[src/rtl/sev_seg_pkg.sv]
// Shared constants and helpers for the multiplexed seven-segment display path.
// Segment vectors are ordered g..a and are active-low throughout.
package sev_seg_pkg;

   localparam logic [6:0] SEG_BLANK = 7'h7F;

   typedef enum logic {
      PH_VISIBLE = 1'b0,
      PH_HIDDEN  = 1'b1
   } blink_phase_e;

   // Index width that stays legal for a range of one.
   function automatic int unsigned idx_width(input int unsigned n);
      return (n > 1) ? $clog2(n) : 1;
   endfunction

   function automatic logic [6:0] hex_to_seg(input logic [3:0] nib);
      logic [6:0] seg;
      case (nib)
         4'h0: seg = 7'h40;
         4'h1: seg = 7'h79;
         4'h2: seg = 7'h24;
         4'h3: seg = 7'h30;
         4'h4: seg = 7'h19;
         4'h5: seg = 7'h12;
         4'h6: seg = 7'h02;
         4'h7: seg = 7'h78;
         4'h8: seg = 7'h00;
         4'h9: seg = 7'h10;
         4'hA: seg = 7'h08;
         4'hB: seg = 7'h03;
         4'hC: seg = 7'h46;
         4'hD: seg = 7'h21;
         4'hE: seg = 7'h06;
         default: seg = 7'h0E;
      endcase
      return seg;
   endfunction

endpackage

[src/rtl/seg_tick_gen.sv]
// Clock-enable divider: one-cycle tick every TICK_DIV enabled cycles.
// The count freezes while enable_i is low so a paused scan resumes mid-slot.
module seg_tick_gen #(
   parameter int unsigned TICK_DIV = 100000
) (
   input  logic clk,
   input  logic rst,
   input  logic enable_i,
   output logic tick_o
);

   localparam int unsigned CW = (TICK_DIV > 1) ? $clog2(TICK_DIV) : 1;
   localparam logic [CW-1:0] TERM = CW'(TICK_DIV - 1);

   logic [CW-1:0] cnt_q, cnt_d;

   // NOTE: every output of a combinational block gets a default first, so no path can infer a latch.
   always_comb begin
      cnt_d  = cnt_q;
      tick_o = 1'b0;
      if (enable_i) begin
         if (cnt_q == TERM) begin
            cnt_d  = '0;
            tick_o = 1'b1;
         end else begin
            cnt_d = cnt_q + CW'(1);
         end
      end
   end

   // NOTE: state registers use non-blocking assignments so every flop samples pre-edge values.
   always_ff @(posedge clk) begin
      if (!rst) cnt_q <= '0;
      else      cnt_q <= cnt_d;
   end

endmodule

[src/rtl/sev_seg_scanner.sv]
// Multiplexed seven-segment driver with double-buffered display data committed at
// frame boundaries, leading-zero blanking, per-digit decimal points and blink.
module sev_seg_scanner
   import sev_seg_pkg::*;
#(
   parameter int unsigned NUM_DIGITS   = 8,
   parameter int unsigned TICK_DIV     = 100000,
   parameter int unsigned BLINK_FRAMES = 32
) (
   input  logic                    clk,
   input  logic                    rst,
   input  logic [4*NUM_DIGITS-1:0] data_i,
   input  logic [NUM_DIGITS-1:0]   dp_i,
   input  logic [NUM_DIGITS-1:0]   blink_mask_i,
   input  logic                    load_i,
   input  logic                    blank_lz_i,
   input  logic                    enable_i,
   output logic [6:0]              LED_out,
   output logic                    dp_o,
   output logic [NUM_DIGITS-1:0]   LED_ctrl,
   output logic                    load_ack_o,
   output logic                    frame_o
);

   localparam int unsigned IW = idx_width(NUM_DIGITS);
   localparam int unsigned BW = idx_width(BLINK_FRAMES);
   localparam logic [IW-1:0] LAST_IDX   = IW'(NUM_DIGITS - 1);
   localparam logic [BW-1:0] LAST_BLINK = BW'(BLINK_FRAMES - 1);

   logic                    tick, wrap;
   logic [IW-1:0]           idx_q, idx_d;
   logic [BW-1:0]           blink_cnt_q;
   blink_phase_e            phase_q;
   logic [4*NUM_DIGITS-1:0] pend_data_q, shadow_data_q;
   logic [NUM_DIGITS-1:0]   pend_dp_q, pend_blink_q, shadow_dp_q, shadow_blink_q;
   logic                    pend_q;
   logic [6:0]              seg_q, seg_d;
   logic                    dp_q, dp_d, ack_q, frame_q;
   logic [NUM_DIGITS-1:0]   ctrl_q, ctrl_d;
   logic [3:0]              cur_nib;
   logic                    cur_lz;

   seg_tick_gen #(.TICK_DIV(TICK_DIV)) u_tick (
      .clk      (clk),
      .rst      (rst),
      .enable_i (enable_i),
      .tick_o   (tick)
   );

   assign wrap  = tick && (idx_q == LAST_IDX);
   assign idx_d = wrap ? '0 : (tick ? idx_q + IW'(1) : idx_q);

   // A digit is a leading zero when it and every digit above it are zero.
   always_comb begin
      cur_nib = shadow_data_q[{idx_q, 2'b00} +: 4];
      cur_lz  = blank_lz_i && (idx_q != '0) && ((shadow_data_q >> {idx_q, 2'b00}) == '0);
      ctrl_d  = '1;
      seg_d   = SEG_BLANK;
      dp_d    = 1'b1;
      if (enable_i) begin
         ctrl_d = ~(NUM_DIGITS'(1) << idx_q);
         seg_d  = cur_lz ? SEG_BLANK : hex_to_seg(cur_nib);
         dp_d   = ~shadow_dp_q[idx_q];
         if (phase_q == PH_HIDDEN && shadow_blink_q[idx_q]) begin
            seg_d = SEG_BLANK;
            dp_d  = 1'b1;
         end
      end
   end

   // NOTE: the display buffers are cleared on reset so a fresh display never shows stale data.
   always_ff @(posedge clk) begin
      if (!rst) begin
         idx_q          <= '0;
         blink_cnt_q    <= '0;
         phase_q        <= PH_VISIBLE;
         pend_data_q    <= '0;
         pend_dp_q      <= '0;
         pend_blink_q   <= '0;
         pend_q         <= 1'b0;
         shadow_data_q  <= '0;
         shadow_dp_q    <= '0;
         shadow_blink_q <= '0;
         seg_q          <= SEG_BLANK;
         dp_q           <= 1'b1;
         ctrl_q         <= '1;
         ack_q          <= 1'b0;
         frame_q        <= 1'b0;
      end else begin
         idx_q   <= idx_d;
         seg_q   <= seg_d;
         dp_q    <= dp_d;
         ctrl_q  <= ctrl_d;
         ack_q   <= wrap && pend_q;
         frame_q <= wrap;
         if (wrap) begin
            if (blink_cnt_q == LAST_BLINK) begin
               blink_cnt_q <= '0;
               phase_q     <= (phase_q == PH_VISIBLE) ? PH_HIDDEN : PH_VISIBLE;
            end else begin
               blink_cnt_q <= blink_cnt_q + BW'(1);
            end
         end
         if (wrap && pend_q) begin
            shadow_data_q  <= pend_data_q;
            shadow_dp_q    <= pend_dp_q;
            shadow_blink_q <= pend_blink_q;
         end
         // A load in the commit cycle becomes the next pending set.
         if (load_i) begin
            pend_data_q  <= data_i;
            pend_dp_q    <= dp_i;
            pend_blink_q <= blink_mask_i;
            pend_q       <= 1'b1;
         end else if (wrap) begin
            pend_q <= 1'b0;
         end
      end
   end

   assign LED_out    = seg_q;
   assign dp_o       = dp_q;
   assign LED_ctrl   = ctrl_q;
   assign load_ack_o = ack_q;
   assign frame_o    = frame_q;

endmodule
[config.mk]
export PLATFORM = sky130hd
export DESIGN_NAME = sev_seg_scanner
export DESIGN_NICKNAME = d
export VERILOG_FILES = /design/src/rtl/sev_seg_pkg.sv /design/src/rtl/seg_tick_gen.sv /design/src/rtl/sev_seg_scanner.sv
export SDC_FILE = /design/constraint.sdc
export NUM_CORES = 1
export LEC_CHECK = 0
export ABC_AREA = 1
export ABC_CLOCK_PERIOD_IN_PS = 5700
export BUFFER_PORTS_ARGS = -buffer_cell sky130_fd_sc_hd__buf_4
export CAP_MARGIN = 10
export CORE_MARGIN = 2
export CORE_UTILIZATION = 42
export DETAILED_ROUTE_END_ITERATION = 10
export GPL_ROUTABILITY_DRIVEN = 0
export PLACE_DENSITY = 0.64
export SLEW_MARGIN = 20
export SYNTH_ARGS = -nofsm -noshare
export SYNTH_HDL_FRONTEND = slang
export SYNTH_HIERARCHICAL = 1
export SYNTH_SLANG_ARGS = --single-unit
[constraint.sdc]
create_clock -name clk -period 5.7 [get_ports clk]
set_input_delay 0.285 -clock clk [delete_from_list [all_inputs] [get_ports clk]]
set_output_delay 0.285 -clock clk [all_outputs]
set_load 0.01 [all_outputs]
==> flow_summary.toml <==
[global_route]
gr-total-overflow = 0
grt_pass1_wl_mm = 24.24
grt_max_degree = 86
grt_usage = 0.1872
grt_pass1_vias = 5031
antenna_found_initial = 0

[critical_path]
crit_type = "reg2reg"
r2r_end = "shadow_data_q[9]"
startpoint_type = "flop"
path_max_fanout = 46
rrSetupSlack_ns = 2.67
worstPathArrival_ns = 3.33
cp.required_ns = 6.01
r2r-start = "idx_q[1]"
end_kind = "flop"
reg2reg_depth = 9

[logic_synthesis]
synth_compound_gate_area_share = 0.1413
ys_types = 37
syn-cell-area_mm2 = 0.006365
yosysMostFrequentCell = "nand2_1"
async_flop_share = 0
synth_commonest_cells = "183 x nand2_1, 158 x nor2_1, 141 x dfxtp_1, 92 x o21ai_0, 87 x nand3_1"
synth_xor_xnor_area_share = 0.008256
synth_fa_ha_area_frac = 0.02752
synth_top_area_share = 0.4435
syn_inst = 904
synthSimpleGateAreaFrac = 0.2953
synth.area.top_cells = "dfxtp_1 44%, nand2_1 11%, nor2_1 9.3%"
synth_top_family_by_area = "simple AND/OR/NAND/NOR gates"
synth-edff-count = 0
synth_mux_area_frac = 0.001573
ys_seq_elements = 141
yosys_warnings = 6
synth_top_area_cell = "dfxtp_1"
yosysSeqAreaShare = 0.4435
avgSynthCellArea_um2 = 7.041
synth_nets = 971
synth-main-ff-cell = "dfxtp_1"

[clock_network]
clk_pin_slew_ns = 0.06
htreeDepth = 4
cts_buffers = 17
postCtsSetupBuffers = 0
cts_root_buffer = "clkbuf_16"
cts_resized = 0
clk_latency_ns = 0.43
clkSinkCount = 141
cts_tree = "yes"
postCtsHoldBufs = 0
cts_buffer_depth = 2

[detailed_routing]
wl_mm = 14.29
dr_total_vias = 5607
via_per_inst = 4.884
dr.first_iter.drc_count = 269
ant_nets = 0
drt-pass1-iter-count = 6
drc = 0
wl_per_cell_um = 12.44

[die]
die_x_um = 127.1
die_h_um = 127.1
core.rowCount = 44
start_util = 0.4346
io_pins = 71
coreArea_mm2 = 0.01464
dieArea_mm2 = 0.01616

[layout]
area_growth_pct = 16.87
nets = 1018
drive_gt1_frac = 0.1411
n_antenna_cell = 0
num-fill-cells = 1504

[sta]
setup_viol = 0
post-route-period-util = 0.5309
setup_tns_ns = 0
slew_headroom = 0.4449
slew_viol_final = 0
whs_ns = 0.06941
skew_ns = 0.01025
rsz0062_at_grt = "false"
finalHoldViolCount = 0
fmax_ghz = 0.3305
worst_slew_pin_slew_ns = 0.8314
period_needed_ns = 3.026

[placement]
dp_hpwl_mm = 9.671
io_buffers = 70

[pwr]
cellLeakagePower_uw = 0.003104
ir_worst_vdd_v = 0.0002327
powerDensity_mw_per_mm2 = 285.5

[hold_path]
hold_end = "pend_data_q[14]"
hold_class = "in2reg"
min_path_cells = 3
hold_start = "data_i[14]"

[status]
status = "finished, final reports clean"

[run]
maxCapViolCount = 0
==> registers in the layout (all words and copies together), names as in the netlist, 8 cells and up <==
signal,cells
u_tick/cnt_q,17
pend_blink_q,8
shadow_dp_q,8
shadow_blink_q,8
shadow_data_q,32
pend_dp_q,8
pend_data_q,32
LED_ctrl,8
==> cell type report <==
class	count	area, um2	share of cell area
Clock inverter	12	93.84	0.01262
Multi-Input combinational cell	643	3019	0.4059
Clock buffer	20	436.7	0.05870
Inverter	74	280.3	0.03768
Tap cell	184	230.2	0.03095
Timing Repair Buffer	74	555.5	0.07468
Sequential cell	141	2823	0.3795
==> routing by layer <==
metal | GRT usage | part of all wire | up-vias | wire length, um
met4 | 0.07304 | 0.018 | 0 | 263
met3 | 0.04899 | 0.046 | 26 | 655
met2 | 0.2717 | 0.41 | 128 | 5900
li1 | - | - | 3008 | -
met5 | 0 | 0 | - | 0
met1 | 0.2662 | 0.52 | 2445 | 7466
==> through the flow <==
step | total power (uW) | worst slack [ns] | cells | utilization | cell area, um2
floorplan | 1103 | 3.705 | 904 | - | 6365
finish | 2123 | 2.674 | 1148 | 0.5079 | 7438
detailed placement | 1153 | 2.715 | 1116 | 0.4717 | 6908
global route | 2206 | 2.375 | 1148 | 0.5079 | 7438
global placement | 1152 | 2.830 | 1116 | 0.4717 | 6908
CTS | 2147 | 2.689 | 1148 | 0.5079 | 7438
==> cells by family (layout without fill, tap and decap cells) <==
| kind of cell | Yosys count | count (layout) |
|---|---|---|
| DFF | 141 | 141 |
| xor gates and xnor gates | 6 | 6 |
| adders and majority gates | 14 | 14 |
| buffers and inverters | 120 | 180 |
| muxes | 1 | 1 |
| AOI/OAI and AO/OA | 171 | 171 |
| and+or+nand+nor | 451 | 451 |
==> report_power, final <==
group | switching, uW | internal (uW) | leakage (uW) | total, uW
clock network | 436 | 557 | 0.000244 | 993
logic | 53.0 | 44.9 | 0.00171 | 97.8
registers | 18.7 | 1010 | 0.00115 | 1030
total | 507 | 1620 | 0.00310 | 2120
==> cell usage in the layout (no fill, tap or decap), types with 2 or more instances in the layout <==
cell and count:
clkbuf_16 17, ha_1 14, inv_2 8, buf_4 74, nor2_4 2, o211ai_1 2
nand3_1 87, a21oi_1 65, o21ai_1 3, clkinv_4 4, o21ai_0 92, nor2_1 158
nor2_2 3, clkbuf_1 3, nand2_1 182, o21ai_2 2, nand2_2 11, clkinv_2 2
o21bai_1 2, nor3_1 4, dfxtp_1 141, clkinvlp_4 5, clkinv_1 3, inv_1 62
xor2_1 5
==> worst max-delay path, stage by stage, from the launching register on <==
cell,delay [ns]
dfxtp_1,0.79
ha_1,0.31
ha_1,0.18
nand2_1,0.19
inv_1,0.10
buf_4,0.26
nand2_2,0.35
buf_4,0.42
o21ai_0,0.23
a21oi_1,0.06
==> worst max-delay path by stage <==
stage,startpoint,to,slack [ns],depth (start not counted)
6_report,idx_q[1],shadow_data_q[9],2.67,9
2_1_floorplan,idx_q[0],LED_out[1],3.71,17
3_3_place_gp,idx_q[1],shadow_data_q[12],2.83,9
5_1_grt,idx_q[1],shadow_data_q[9],2.38,9
3_5_place_dp,idx_q[1],shadow_data_q[11],2.72,9
4_1_cts,idx_q[1],shadow_data_q[11],2.69,9
No activity file was read; power rests on OpenSTA's default activity.
